--- src/rtl/mode_edit_ctrl.sv ---
// ChronoFlex UI sequencer: button debounce, mode FSM, clock-edit and countdown-timer buffers.
// Every output is a register; the digit outputs are loaded from the same next values as the buffers.
module mode_edit_ctrl #(
   parameter int DB_COUNT = 1_000_000,
   parameter int TICK_DIV = 100_000_000
) (
   input  logic       clk_100MHz,
   input  logic       reset,
   input  logic       btn_mode,
   input  logic       btn_sel,
   input  logic       btn_inc,
   input  logic       btn_start,
   input  logic [3:0] time_ones,
   input  logic [3:0] time_tens,
   input  logic [3:0] time_hundreds,
   input  logic [3:0] time_thousands,
   output logic [1:0] state,
   output logic       tm_state,
   output logic       edit_place,
   output logic [3:0] ones,
   output logic [3:0] tens,
   output logic [3:0] hundreds,
   output logic [3:0] thousands,
   output logic       time_load,
   output logic [7:0] set_hh,
   output logic [7:0] set_mm,
   output logic       timer_done
);

   // state     | meaning
   // ----------+----------------------------------------------
   // S_CLOCK   | show live time; mode copies it into the edit buffer
   // S_SET     | edit clock buffer HH:MM; mode loads it into the timekeeper
   // S_TIMER   | edit / run the MM:SS countdown
   // S_BAD     | unreachable; recovers to S_CLOCK
   typedef enum logic [1:0] {S_CLOCK = 2'd0, S_SET = 2'd1, S_TIMER = 2'd2, S_BAD = 2'd3} state_t;

   localparam int DW = $clog2(DB_COUNT + 1);
   localparam int TW = (TICK_DIV > 1) ? $clog2(TICK_DIV) : 1;

   state_t st, st_n;

   logic [3:0]    raw, sync1, sync2, db, db_d, press;
   logic [DW-1:0] db_cnt [4];
   logic          ev_mode, ev_start, ev_sel, ev_inc;

   logic          ep, ep_n, tm, tm_n, load, load_n, done, done_n;
   logic [7:0]    clk_hh, clk_hh_n, clk_mm, clk_mm_n;
   logic [7:0]    tmr_mm, tmr_mm_n, tmr_ss, tmr_ss_n;
   logic [15:0]   dig, dig_n, dec_val;
   logic [TW-1:0] tick_cnt, tick_cnt_n;
   logic          tick;

   function automatic logic [7:0] bcd_inc(input logic [7:0] v, input logic [7:0] max);
      if (v == max)           return 8'h00;
      else if (v[3:0] == 4'd9) return {v[7:4] + 4'd1, 4'd0};
      else                     return {v[7:4], v[3:0] + 4'd1};
   endfunction

   function automatic logic [7:0] bcd_dec(input logic [7:0] v);
      if (v[3:0] == 4'd0) return {v[7:4] - 4'd1, 4'd9};
      else                return {v[7:4], v[3:0] - 4'd1};
   endfunction

   assign raw = {btn_mode, btn_start, btn_sel, btn_inc};

   always_ff @(posedge clk_100MHz or posedge reset) begin
      if (reset) begin
         sync1 <= '0;
         sync2 <= '0;
         db    <= '0;
         db_d  <= '0;
         press <= '0;
         for (int i = 0; i < 4; i++) db_cnt[i] <= '0;
      end else begin
         sync1 <= raw;
         sync2 <= sync1;
         db_d  <= db;
         press <= db & ~db_d;
         for (int i = 0; i < 4; i++) begin
            if (sync2[i] == db[i]) begin
               db_cnt[i] <= '0;
            end else if (db_cnt[i] == DW'(DB_COUNT)) begin
               db[i]     <= sync2[i];
               db_cnt[i] <= '0;
            end else begin
               db_cnt[i] <= db_cnt[i] + 1'b1;
            end
         end
      end
   end

   // mode > start > sel > inc; losers in the same cycle are discarded
   assign ev_mode  = press[3];
   assign ev_start = press[2] & ~press[3];
   assign ev_sel   = press[1] & ~(|press[3:2]);
   assign ev_inc   = press[0] & ~(|press[3:1]);

   assign tick    = tm && (tick_cnt == TW'(TICK_DIV - 1));
   assign dec_val = (tmr_ss == 8'h00) ? {bcd_dec(tmr_mm), 8'h59} : {tmr_mm, bcd_dec(tmr_ss)};

   always_ff @(posedge clk_100MHz or posedge reset) begin
      if (reset) st <= S_CLOCK;
      else       st <= st_n;
   end

   always_comb begin
      st_n = st;
      case (st)
         S_CLOCK: if (ev_mode) st_n = S_SET;
         S_SET:   if (ev_mode) st_n = S_TIMER;
         S_TIMER: if (ev_mode) st_n = S_CLOCK;
         default: st_n = S_CLOCK;
      endcase
   end

   always_comb begin
      ep_n     = ep;
      tm_n     = tm;
      load_n   = 1'b0;
      done_n   = 1'b0;
      clk_hh_n = clk_hh;
      clk_mm_n = clk_mm;
      tmr_mm_n = tmr_mm;
      tmr_ss_n = tmr_ss;
      case (st)
         S_CLOCK: begin
            if (ev_mode) begin
               clk_hh_n = {time_thousands, time_hundreds};
               clk_mm_n = {time_tens, time_ones};
               ep_n     = 1'b1;
            end
         end
         S_SET: begin
            if (ev_mode) begin
               load_n = 1'b1;
               tm_n   = 1'b0;
               ep_n   = 1'b1;
            end else if (ev_sel) begin
               ep_n = ~ep;
            end else if (ev_inc) begin
               if (ep) clk_hh_n = bcd_inc(clk_hh, 8'h23);
               else    clk_mm_n = bcd_inc(clk_mm, 8'h59);
            end
         end
         S_TIMER: begin
            if (ev_mode) begin
               tm_n = 1'b0;
               ep_n = 1'b0;
            end else if (!tm) begin
               if (ev_sel) begin
                  ep_n = ~ep;
               end else if (ev_inc) begin
                  if (ep) tmr_mm_n = bcd_inc(tmr_mm, 8'h59);
                  else    tmr_ss_n = bcd_inc(tmr_ss, 8'h59);
               end else if (ev_start && ({tmr_mm, tmr_ss} != 16'h0000)) begin
                  tm_n = 1'b1;
               end
            end else begin
               // a pause landing on a tick edge suppresses that decrement
               if (ev_start) begin
                  tm_n = 1'b0;
               end else if (tick) begin
                  {tmr_mm_n, tmr_ss_n} = dec_val;
                  if (dec_val == 16'h0000) begin
                     tm_n   = 1'b0;
                     done_n = 1'b1;
                  end
               end
            end
         end
         default: begin
            tm_n = 1'b0;
            ep_n = 1'b0;
         end
      endcase

      if (!tm || !tm_n || tick) tick_cnt_n = '0;
      else                      tick_cnt_n = tick_cnt + 1'b1;

      case (st_n)
         S_SET:   dig_n = {clk_hh_n, clk_mm_n};
         S_TIMER: dig_n = {tmr_mm_n, tmr_ss_n};
         default: dig_n = {time_thousands, time_hundreds, time_tens, time_ones};
      endcase
   end

   always_ff @(posedge clk_100MHz or posedge reset) begin
      if (reset) begin
         ep       <= 1'b0;
         tm       <= 1'b0;
         load     <= 1'b0;
         done     <= 1'b0;
         clk_hh   <= 8'h00;
         clk_mm   <= 8'h00;
         tmr_mm   <= 8'h00;
         tmr_ss   <= 8'h00;
         tick_cnt <= '0;
         dig      <= 16'h0000;
      end else begin
         ep       <= ep_n;
         tm       <= tm_n;
         load     <= load_n;
         done     <= done_n;
         clk_hh   <= clk_hh_n;
         clk_mm   <= clk_mm_n;
         tmr_mm   <= tmr_mm_n;
         tmr_ss   <= tmr_ss_n;
         tick_cnt <= tick_cnt_n;
         dig      <= dig_n;
      end
   end

   assign state      = st;
   assign tm_state   = tm;
   assign edit_place = ep;
   assign time_load  = load;
   assign timer_done = done;
   assign set_hh     = clk_hh;
   assign set_mm     = clk_mm;
   assign thousands  = dig[15:12];
   assign hundreds   = dig[11:8];
   assign tens       = dig[7:4];
   assign ones       = dig[3:0];

endmodule

--- config.mk ---
export PLATFORM = sky130hd
export DESIGN_NAME = mode_edit_ctrl
export DESIGN_NICKNAME = d
export VERILOG_FILES = /design/src/rtl/mode_edit_ctrl.sv
export SDC_FILE = /design/constraint.sdc
export NUM_CORES = 1
export LEC_CHECK = 0
export ABC_AREA = 1
export CORE_AREA = 4 4 137 139
export CTS_CLUSTER_SIZE = 14
export DETAILED_ROUTE_END_ITERATION = 16
export DIE_AREA = 0 0 141 143
export PLACE_DENSITY = 0.87
export SLEW_MARGIN = 20
export SYNTH_ARGS = -nofsm -noshare
export SYNTH_HDL_FRONTEND = slang
export SYNTH_SLANG_ARGS = --single-unit
--- constraint.sdc ---
create_clock -name clk_100MHz -period 9.3 [get_ports clk_100MHz]
set_input_delay 2.325 -clock clk_100MHz [delete_from_list [all_inputs] [get_ports clk_100MHz]]
set_output_delay 2.325 -clock clk_100MHz [all_outputs]
set_load 0.05 [all_outputs]
==> qor_table.md, run 1 <==
| Result | Reported |
|---|---|
| Status | finished, final reports clean |
| Critical path start-end classification | register to output port |
| Level count of the clock H-tree | 4 |
| Initial detailed-routing violation count | 853 |
| Share of synthesized cell area in full adder, half adder and majority cells | 3.93% |
| Post-detailed-placement half-perimeter wirelength | 17700 µm |
| DIE HEIGHT | 143 µm |
| Wirelength, routed | 25000 µm |
| Combined global-route utilization of all metal layers | 24.9% |
| Standard-cell row count | 49 |
| Number of hold-slack violations in the final timing report | 0 |
| Sort of element at the end of the critical path | output port |
| Finish-stage setup viols | 0 |
| Via count | 9517 |
| Cell chain of the critical path | clkdlybuf4s50_1 |
| Power density over cell area | 133 nW/µm² |
| Number of cells traversed by the worst register-to-register path | 9 |
| Cell family with most CP delay | buffers and inverters |
| Synth Instances | 1365 |
| Worst setup endpoint | tm_state |
| Min cycle time layout | 4430 ps |
| Worst endpoint data arrival time | 2100 ps |
| Buffers inserted during post-CTS setup optimization | 0 |
| DR pass1 iterations | 5 |
| Ys Warns | 0 |
| Critical path launch point | tm_state$_DFF_PP0_ |
| Net count of the mapped netlist | 1420 |
| Number of logic stages on the critical path including buffering | 1 |
| Port bufs | 59 |
| Area added between synthesis and finish | 12.8% |
| Leakage power figure | 5.31 nW |
| FMAX | 226 MHz |
| Largest fanout on the critical path | 14 |
| Total instance count after detailed placement | 1633 |
| Core area | 17700 µm² |
| Post-synthesis instance area | 10500 µm² |
| Post-synthesis area per instance | 7.70 µm² |
| Placer Congestion | 0.934 |
| N_diodes | 0 |
| Share of power burned in combinational logic | 4.6% |
| Total power | 1.58 mW |
| Largest net degree at the start of global routing | 93 |
| Fraction of final layout cells sized beyond drive strength 1 | 5.71% |
| Max-slew violation count | 0 |
| Count of buffer and inverter cells on the critical path | 1 |
| Most frequently used flop master after synthesis | dfrtp_1 |
| Worst voltage drop across the vdd grid | 0.121 mV |
| Internal power | 1.22 mW |
| Total number of clock tree sinks | 181 |
| First-pass GRT wire length | 41600 µm |
| Max-Slew Margin vs Limit | 41.2% |
| Unrepaired setup endpoints after global routing | no |
| Reg-to-reg endpoint | dig[9]$_DFF_PP0_ |
| Fraction of registers with async set/reset | 100% |
| DP Area | 11300 µm² |
| Top-Level Pins | 60 |
| Sum of overflow across all layers after global routing | 0 |
| Post-layout worst setup margin | 4870 ps |
| Cell variety after synth | 53 |
| Part of the cycle the worst path needs | 47.6% |
| Final ANT Viol Nets | 0 |
| Register clock-pin slew on the reported worst setup and hold paths | 60 ps |
| Count of cells resized by post-cts repair | 0 |
| Number of buffers on the longest clock path | 2 |
| Floorplan die area | 20200 µm² |
| Initial Util | 59.6% |
| Tightest Pin Transition | 881 ps |
| Clock tree root buffer cell | clkbuf_16 |
| Final Instance Count excl. Fillers | 1664 |
| Setup crit start kind | register |
| Net switching power | 358 µW |
| Setup total negative slack | 0 ps |
| Fraction of power consumed by sequential logic | 51.0% |
| Slowest cell on crit path | clkdlybuf4s50_1 |
| Share of the yosys chip area belonging to registers | 43.1% |
| Count of hold buffers inserted by post-cts repair | 0 |
| Leading cell type in the layout, fill and taps excluded | nand2_1 |
| Number of synthesized register bits | 181 |
| Switching Share | 22.7% |
| Xor/xnor share of the synthesized area | 5.16% |
| Reg2reg start | state[0]$_DFF_PP0_ |
| Share of the synthesized area in compound gates (AO/OA/AOI/OAI) | 7.17% |
| Type of the tightest min-delay check | register to register |
| Final #Nets | 1478 |
| Biggest cell delay along the critical path | 930 ps |
| Simple-Gate Fraction of Synth Area | 32.5% |
| Wire length per cell after detailed routing | 15.0 µm |
| Max-cap violations | 0 |
| Die width | 141 µm |
| Post-synth top area share | 43.1% |
| EDFF count, synth | 0 |
| Fraction of power consumed by the clock network | 44.4% |
| Final instance area | 11900 µm² |
| Post-placement setup slack | 4830 ps |
| Commonest cells after routing, fill and taps aside | nand2_1 (253), nor2_1 (203), dfrtp_1 (181) |
| Latest clock arrival within the worst-skew pair | 430 ps |
| Total DRC errors in the routed layout | 0 |
| Worst clock skew | 14.2 ps |
| Slack of the worst reg-to-reg path | 5720 ps |
| Largest cells by area after synthesis | dfrtp_1 (43%), nand2_1 (9.0%), nor2_1 (7.2%) |
| TritonCTS Buffers | 17 |
| Portion of netlist area occupied by mux cells | 0.428% |
| Vias per cell | 5.72 |
| Area leader, netlist | dfrtp_1 |
| Initial antenna violation count | 0 |
| Number of global-route vias before repair | 9173 |
| Combinational family with the most area after synthesis | simple AND/OR/NAND/NOR gates |
| Clock tree from TritonCTS | done |
| Crit path required time | 6980 ps |
==> flip-flops by register name, summed over array words and instances (netlist names) <==
| register | count |
|---|---|
| dig | 16 |
| edit_place | 1 |
| tmr_ss | 8 |
| sync2 | 4 |
| press | 4 |
| set_mm | 8 |
| tick_cnt | 27 |
| tm_state | 1 |
| timer_done | 1 |
| time_load | 1 |
| state | 2 |
| db | 4 |
| db_cnt | 80 |
| tmr_mm | 8 |
| db_d | 4 |
| set_hh | 8 |
| sync1 | 4 |
==> routing by layer <==
layer / vias to the layer above / track usage (%) / wire (µm)
li1: 4576 / - / -
met1: 4513 / 32.0 / 10300
met2: 351 / 42.5 / 12400
met3: 77 / 4.42 / 1620
met4: 0 / 9.48 / 709
met5: - / 0 / 0
==> cells by family after synthesis <==
group | after synthesis
multiplexers | 4
XOR/XNOR | 62
adder cells (fa/ha/maj) | 33
AND/OR/NAND/NOR | 748
AO/OA/AOI/OAI | 131
flip-flops | 181
buffers and inverters | 206
==> power by group through the flow <==
stage	clock (mW)	combinational, mW	sequential (mW)
floorplan	0	0.0318	0.830
global placement	0	0.0712	0.817
detailed placement	0	0.0735	0.818
CTS	0.707	0.0740	0.803
global route	0.742	0.0811	0.804
finish	0.701	0.0726	0.804
==> synth_stat cells, types with 18 or more instances <==
cell     instances
a21oi_1         51
dfrtp_1        181
ha_1            33
inv_1          173
nand2_1        253
nand3_1        108
nand4_1         40
nor2_1         203
nor3_1          57
nor3b_1         23
nor4_1          20
o21ai_0         35
xnor2_1         18
xor2_1          44
==> stage by stage <==
step                util, %  hold slack [ps]
floorplan                 -              331
global placement       64.0              332
finish                 67.2              350
detailed placement     64.0              337
global route           67.2              353
CTS                    67.2              352
==> how the worst min path moves through the flow <==
stage                               to  depth (start not counted)          startpoint
floorplan           sync2[0]$_DFF_PP0_                          0  sync1[0]$_DFF_PP0_
global placement    sync2[0]$_DFF_PP0_                          0  sync1[0]$_DFF_PP0_
detailed placement  sync2[2]$_DFF_PP0_                          0  sync1[2]$_DFF_PP0_
CTS                 sync2[2]$_DFF_PP0_                          0  sync1[2]$_DFF_PP0_
global route        sync2[2]$_DFF_PP0_                          0  sync1[2]$_DFF_PP0_
finish              sync2[2]$_DFF_PP0_                          0  sync1[2]$_DFF_PP0_
==> area by class of cell <==
class / count / area (µm²)
Fill cell: 1381 / 5790
Multi-Input combinational cell: 978 / 5180
Sequential cell: 181 / 4530
Inverter: 185 / 704
Timing Repair Buffer: 60 / 602
Clock buffer: 21 / 440
Tap cell: 229 / 287
Clock inverter: 10 / 124
Note: power is estimated with default switching activity, not from simulation.
==> run 2: changes to the inputs <==
==> constraint.sdc (replaced) <==
create_clock -name clk_100MHz -period 4.4 [get_ports clk_100MHz]
set_input_delay 1.1 -clock clk_100MHz [delete_from_list [all_inputs] [get_ports clk_100MHz]]
set_output_delay 1.1 -clock clk_100MHz [all_outputs]
set_load 0.05 [all_outputs]
==> qor_table.md, run 2 (same netlist as run 1, synthesis figures left out) <==
| Result | Reported |
|---|---|
| Status | finished, final reports clean |
| Post-placement setup slack | 1290 ps |
| FMAX | 300 MHz |
| Critical path start-end classification | register to register |
| Max-cap violations | 0 |
| Core area | 17700 µm² |
| Largest registers | db_cnt: 80 flops, tick_cnt: 27 flops, dig: 16 flops |
| Post-layout worst setup margin | 1060 ps |
| Worst voltage drop across the vdd grid | 0.271 mV |
| Register clock-pin slew on the reported worst setup and hold paths | 70 ps |
| Top register by number of flip-flops | db_cnt |
| Sum of overflow across all layers after global routing | 0 |
| Worst clock skew | 12.1 ps |
| Vias per cell | 5.66 |
| Slack of the worst reg-to-reg path | 1060 ps |
| Buffers inserted during post-CTS setup optimization | 0 |
| Count of hold buffers inserted by post-cts repair | 0 |
| Power density over cell area | 284 nW/µm² |
| Number of buffers on the longest clock path | 2 |
| Floorplan die area | 20200 µm² |
| Unrepaired setup endpoints after global routing | no |
| TritonCTS Buffers | 17 |
| Initial detailed-routing violation count | 814 |
| Number of hold-slack violations in the final timing report | 0 |
| Initial antenna violation count | 0 |
| Critical path launch point | state[1]$_DFF_PP0_ |
| Via count | 9437 |
| Fraction of final layout cells sized beyond drive strength 1 | 6.12% |
| Total number of clock tree sinks | 181 |
| Sort of element at the end of the critical path | register |
| DIE HEIGHT | 143 µm |
| Clock tree root buffer cell | clkbuf_16 |
| Finish-stage setup viols | 0 |
| Post-detailed-placement half-perimeter wirelength | 18100 µm |
| Crit path required time | 4730 ps |
| Die width | 141 µm |
| Leading cell type in the layout, fill and taps excluded | nand2_1 |
| Max-Slew Margin vs Limit | 41.7% |
| Final ANT Viol Nets | 0 |
| Number of cells traversed by the worst register-to-register path | 8 |
| Reg2reg start | state[1]$_DFF_PP0_ |
| Min cycle time layout | 3340 ps |
| Wire length per cell after detailed routing | 15.1 µm |
| Latest clock arrival within the worst-skew pair | 450 ps |
| Commonest cells after routing, fill and taps aside | nand2_1 (253), nor2_1 (203), dfrtp_1 (181) |
| Number of flip-flops in the largest register | 80 |
| Worst endpoint data arrival time | 3670 ps |
| Initial Util | 59.6% |
| Combined global-route utilization of all metal layers | 25.6% |
| Worst setup endpoint | dig[4]$_DFF_PP0_ |
| Level count of the clock H-tree | 4 |
| Total DRC errors in the routed layout | 0 |
| Placer Congestion | 0.964 |
| Largest fanout on the critical path | 29 |
| Final #Nets | 1479 |
| N_diodes | 0 |
| Port bufs | 59 |
| Setup total negative slack | 0 ps |
| Type of the tightest min-delay check | register to register |
| Wirelength, routed | 25200 µm |
| Setup crit start kind | register |
| Area added between synthesis and finish | 13.3% |
| Reg-to-reg endpoint | dig[4]$_DFF_PP0_ |
| Standard-cell row count | 49 |
| Top-Level Pins | 60 |
| DR pass1 iterations | 6 |
| Leakage power figure | 5.33 nW |
| Tightest Pin Transition | 873 ps |
| Clock tree from TritonCTS | done |
| First-pass GRT wire length | 42600 µm |
| Part of the cycle the worst path needs | 75.8% |
| Count of cells resized by post-cts repair | 0 |
| Max-slew violation count | 0 |
| Number of global-route vias before repair | 9084 |
| Largest net degree at the start of global routing | 135 |
## run 2: cell type report
class	count	area, µm²
Timing Repair Buffer	61	618
Inverter	185	701
Clock buffer	17	425
Multi-Input combinational cell	978	5180
Fill cell	1461	5740
Clock inverter	15	179
Sequential cell	181	4530
Tap cell	229	287
## run 2: worst min-delay path by stage
stage / from / endpoint / slack (ps) / cells past startpoint
4_1_cts: sync1[0]$_DFF_PP0_ / sync2[0]$_DFF_PP0_ / 350 / 0
5_1_grt: sync1[0]$_DFF_PP0_ / sync2[0]$_DFF_PP0_ / 360 / 0
2_1_floorplan: sync1[0]$_DFF_PP0_ / sync2[0]$_DFF_PP0_ / 330 / 0
3_5_place_dp: sync1[0]$_DFF_PP0_ / sync2[0]$_DFF_PP0_ / 330 / 0
3_3_place_gp: sync1[0]$_DFF_PP0_ / sync2[0]$_DFF_PP0_ / 330 / 0
6_report: sync1[0]$_DFF_PP0_ / sync2[0]$_DFF_PP0_ / 350 / 0
## run 2: where the power goes
group,switching (mW),leakage [nW],total (mW),internal (mW)
combinational,0.104,2.58,0.156,0.0526
clock,0.759,0.295,1.53,0.771
sequential,0.0144,2.45,1.70,1.68
total,0.877,5.33,3.38,2.51
## run 2: per-layer routing
metal,part of all wire [%],vias up,GRT usage (%)
met5,0,-,0
met4,3.1,0,10.4
met3,6.2,77,4.55
met2,48,339,41.8
met1,42,4438,34.1
li1,-,4583,-
## run 2: critical path: stages (launching register included)
cell	delay, ps
dfrtp_1	460
nor2_2	430
clkinv_1	380
o21ai_0	390
ha_1	350
inv_1	660
o21ai_0	260
a21oi_1	220
nor2_1	60
## run 2: metrics by stage
stage	total power, mW	std cells	utilization [%]	hold slack, ps	cell area [µm²]
4_1_cts	3.41	1666	67.5	352	11900
5_1_grt	3.50	1666	67.5	357	11900
6_report	3.38	1666	67.5	350	11900
2_1_floorplan	1.82	1365	-	331	10500
3_3_place_gp	1.88	1634	64.1	333	11300
3_5_place_dp	1.89	1634	64.1	335	11300
